==> src/rtl/viterbi_out_pack_ctrl.sv <==
// Packs decoded bits from the traceback stage into SIZE_OUT-bit words and hands them downstream.
// Define VITERBI_OUT_LSB_FIRST_EN to pack LSB-first; the default build packs MSB-first.
module viterbi_out_pack_ctrl #(
  parameter int SIZE_OUT  = 8,
  parameter int FRAME_LEN = 64
) (
  input  logic                i_clk,
  input  logic                i_rst_n,
  input  logic                i_frame_start,
  input  logic                i_bit_valid,
  input  logic                i_bit,
  input  logic                i_bit_last,
  output logic                o_bit_ready,
  output logic [SIZE_OUT-1:0] o_data,
  output logic                o_valid,
  output logic                o_last,
  input  logic                i_out_ready,
  output logic                o_err
);

  localparam int BW = (SIZE_OUT > 1) ? $clog2(SIZE_OUT) : 1;
  localparam int FW = $clog2(FRAME_LEN + 1);

  typedef enum logic [1:0] {IDLE, COLLECT, HOLD} state_t;

  state_t              state, next_state;
  logic [BW-1:0]       bcnt;
  logic [FW-1:0]       fcnt, fcnt_inc;
  logic [SIZE_OUT-1:0] shreg, shreg_next;
  logic [BW-1:0]       bit_pos;
  logic                accept, word_full, frame_end, close;

  assign o_bit_ready = (state == COLLECT);
  assign o_valid     = (state == HOLD);

  assign accept    = (state == COLLECT) && i_bit_valid;
  assign word_full = (bcnt == BW'(SIZE_OUT - 1));
  assign fcnt_inc  = (fcnt == FW'(FRAME_LEN)) ? fcnt : fcnt + 1'b1;
  assign frame_end = i_bit_last || (fcnt_inc == FW'(FRAME_LEN));
  assign close     = accept && (word_full || frame_end);

`ifdef VITERBI_OUT_LSB_FIRST_EN
  assign bit_pos = bcnt;
`else
  assign bit_pos = BW'(SIZE_OUT - 1) - bcnt;
`endif

  // NOTE: every variable gets a default before the case so no path leaves it unassigned (no latch).
  always_comb begin
    next_state = state;
    shreg_next = shreg;
    if (accept) shreg_next[bit_pos] = i_bit;
    case (state)
      IDLE:    if (i_frame_start) next_state = COLLECT;
      COLLECT: if (close) next_state = HOLD;
      HOLD:    if (i_out_ready) next_state = o_last ? IDLE : COLLECT;
      default: next_state = IDLE;
    endcase
  end

  // NOTE: sequential state uses non-blocking assignments so all flops update from pre-edge values.
  always_ff @(posedge i_clk or negedge i_rst_n) begin
    if (!i_rst_n) begin
      state  <= IDLE;
      bcnt   <= '0;
      fcnt   <= '0;
      shreg  <= '0;
      o_data <= '0;
      o_last <= 1'b0;
      o_err  <= 1'b0;
    end else begin
      state <= next_state;
      o_err <= i_frame_start && (state != IDLE);
      case (state)
        IDLE: begin
          if (i_frame_start) begin
            bcnt  <= '0;
            fcnt  <= '0;
            shreg <= '0;
          end
        end
        COLLECT: begin
          if (accept) begin
            bcnt  <= bcnt + 1'b1;
            fcnt  <= fcnt_inc;
            shreg <= shreg_next;
          end
          // The closing bit goes straight into the output word, so it leaves one cycle later.
          if (close) begin
            o_data <= shreg_next;
            o_last <= frame_end;
          end
        end
        HOLD: begin
          if (i_out_ready) begin
            bcnt   <= '0;
            shreg  <= '0;
            o_last <= 1'b0;
          end
        end
        default: ;
      endcase
    end
  end

endmodule

==> config.mk <==
export PLATFORM = sky130hd
export DESIGN_NAME = viterbi_out_pack_ctrl
export DESIGN_NICKNAME = d
export VERILOG_FILES = /design/src/rtl/viterbi_out_pack_ctrl.sv
export SDC_FILE = /design/constraint.sdc
export NUM_CORES = 1
export LEC_CHECK = 0
export BUFFER_PORTS_ARGS = -buffer_cell sky130_fd_sc_hd__buf_2
export CORE_AREA = 5 5 90 92
export CTS_CLUSTER_SIZE = 10
export DETAILED_ROUTE_END_ITERATION = 12
export DIE_AREA = 0 0 95 97
export GPL_TIMING_DRIVEN = 1
export PLACE_DENSITY = 0.43
export SYNTH_ARGS = -nofsm -noshare
export SYNTH_HDL_FRONTEND = slang
export SYNTH_SLANG_ARGS = --single-unit
==> constraint.sdc <==
create_clock -name i_clk -period 2.66 [get_ports i_clk]
set_input_delay 0.133 -clock i_clk [delete_from_list [all_inputs] [get_ports i_clk]]
set_output_delay 0.133 -clock i_clk [all_outputs]
set_load 0.02 [all_outputs]
==> metrics.md <==
| Metric | Value |
|---|---|
| Yosys reg bits | 30 |
| Synth top area share | a little over two fifths |
| Vias per inst | roughly 4.5 |
| Fillers | 798 |
| Max Cap Viol | 0 |
| Min-Delay Path Class | in2reg |
| Endpoints failing hold | 0 |
| Post-Syn Nets | approximately 190 |
| Multi-input logic area | 929.6 sq um |
| Post-synth top area cell | dfrtp_1 |
| Type of origin of the critical path | flip-flop |
| Final Util | between 20% and 30% |
| Largest net degree at the start of global routing | 31 |
| DR iter-0 viols | 37 |
| Synth area leaders | dfrtp_1 (43%), mux2_4 (6.9%), ha_1 (5.8%) |
| Clock Sinks | 30 |
| Critical Path End Type | flip-flop |
| Wire length per cell | between 10 and 15 microns |
| Worst Path Required | about 2.8 ns |
| Period utilisation layout | 90.08% |
| H-Tree Depth | 2 |
| I/O Pins | 19 |
| Initial antenna violation count | 0 |
| Clk root buf | clkbuf_8 |
| Most frequent cell after synthesis | dfrtp_1 |
| DRC errors left | 0 |
| Post-detail-place hpwl | around 2.7 mm |
| Hold buffers post-CTS | 1 |
| Relative slew slack | a little over half |
| GR Util All Layers | roughly 9% |
| Vias in the first global route | roughly 1.3k |
| N_diodes | 0 |
| Clock skew | 0.003189 ns |
| Maximum clock insertion buffer count | 2 |
| Top FF cell, synth | dfrtp_1 |
| Peak supply drop | 0.1879 mV |
| Synthesized cell area | roughly 0.0017 sq mm |
| Mean Syn Cell Area | around 10 sq um |
| Worst-path clk slew | ~0.070 ns |
| Ratio of cells with drive above 1 in the final layout | roughly a quarter |
| Cell row count | 31 |
| Final setup viols | 0 |
| Final min period | roughly 2.4 ns |
| Critical path class | reg2reg |
| Crit path DAT | roughly 2.6 ns |
| Worst Tran Pin Value | a little over 0.7 ns |
| Total core area | a little over 0.007 sq mm |
| Register Area | 750.7 sq um |
| Critical Path Fanout Max | 9 |
| Final Slew Violations | 0 |
| TritonCTS clock tree | done |
| # port buffers | 18 |
| Leakage power | roughly 0.92 nW |
| Chip Width | ~95 microns |
| EDFF count, synth | 0 |
| Grt ovf | 0 |
| Routed WL | 3.833 mm |
| TritonCTS buffer count | 5 |
| Vias after detailed routing | around 1.3k |
| Max Freq | about 0.42 GHz |
| Fraction of registers with async set or reset after synthesis | between 90% and 100% |
| RSZ-0062 raised after global routing | no |
| Total power | roughly 1.7 mW |
| Pwr Density | between 800 and 900 mW/mm^2 |
| Syn-to-layout area delta | 18.16% |
| Post-CTS Resized | 0 |
| Final GP Congestion | 0.7021 |
| Detail Route Antenna Nets | 0 |
| Clock latency on the worst-skew pair | between 0.2 and 0.3 ns |
| Setup tns final | 0 ns |
| Chip Height | 97 microns |
| Starting Density | between 20% and 30% |
| Final net count | about 210 |
| Status | finished, final reports clean |
| Synth top cells by count | dfrtp_1 (30), nand2_1 (20), o21ai_0 (19) |
| Synthesis Warnings | 0 |
| Post-Synthesis Cells | 173 |
| First-pass GRT wire length | between 6 and 7 mm |
| Pre-Repair DR Iteration Count | 5 |
| Seq/Total Area, Yosys | a little over two fifths |
| Min Hold Slack | a little over 0.1 ns |
| Distinct cells, synth | 39 |
| Setup Buffers After CTS | 0 |
| Die area | about 0.0092 sq mm |
==> final timing paths <==
check | from | end | slack [ns] | depth (start not counted)
setup / recovery | fcnt[0] | o_data[5] | 0.26 | 8
hold / removal | i_frame_start | o_err | 0.10 | 2
setup reg to reg | fcnt[0] | o_data[5] | 0.26 | 8
hold reg to reg | shreg[2] | shreg[2] | 0.50 | 1
max in group asynchronous | i_rst_n | shreg[2] | 1.76 | 2
min in group asynchronous | i_rst_n | o_err | 0.44 | 2
==> per-stage QoR <==
step / instance area, sq um / instances / setup WS, ns
final: 2052 / 297 / 0.2640
after global routing: 2052 / 297 / 0.1200
after CTS: 2052 / 297 / 0.2605
after detailed placement: 1947 / 288 / 0.2816
after global placement: 1947 / 288 / 0.3050
after floorplan: 1737 / 173 / 0.4287
==> routing by layer <==
metal	GRT usage, %	vias to the layer above	part of all wire (%)
li1	-	665	-
met1	12.93	647	50
met2	12.36	31	43
met3	2.948	4	5.5
met4	3.330	0	1.2
met5	0	-	0
==> layout make-up <==
cell class                      instances  area share, %
Clock buffer                            6          4.024
Clock inverter                          2         0.6098
Inverter                                8          1.463
Multi-Input combinational cell        130          45.30
Sequential cell                        30          36.59
Tap cell                               99          6.037
Timing Repair Buffer                   22          5.976
==> layout by cell type, fill, tap and decap left out, types with 2 or more instances in the layout <==
cell / n
xor2_1: 2
mux2_4: 8
ha_1: 8
and2_1: 2
nand3_1: 6
dfrtp_1: 30
nand4_1: 2
or3_1: 5
o21ai_0: 19
nand2_1: 20
a22o_1: 8
nor3_1: 3
mux2_2: 8
clkbuf_8: 6
o211ai_1: 4
nor2_1: 11
nor3b_1: 2
inv_1: 8
buf_2: 18
nand2b_1: 4
buf_4: 3
==> registers in the layout, indices dropped and copies added, names as in the netlist <==
name,cells
o_last,1
fcnt,7
bcnt,3
shreg,8
o_data,8
o_err,1
state,2
==> cells by family after synthesis <==
logic type,synth area share [%]
AND/OR/NAND/NOR,18.59
AO/OA/AOI/OAI,14.99
flip-flops,43.23
multiplexers,12.68
buffers and inverters,3.242
adder cells (fa/ha/maj),5.764
XOR/XNOR,1.513
==> worst max-delay path, stage by stage (launching register included) <==
cell,delay (ns)
dfrtp_1,0.44
inv_1,0.10
ha_1,0.16
nand4_2,0.13
or3_1,0.36
a221oi_2,0.38
o31a_1,0.16
buf_4,0.22
mux2_4,0.32
==> power breakdown <==
group | switching [mW] | internal (mW) | leakage [nW]
Clock | 0.189 | 0.208 | 0.0472
Sequential | 0.0731 | 0.521 | 0.411
Combinational | 0.429 | 0.258 | 0.465
No activity file was read; power rests on OpenSTA's default activity.
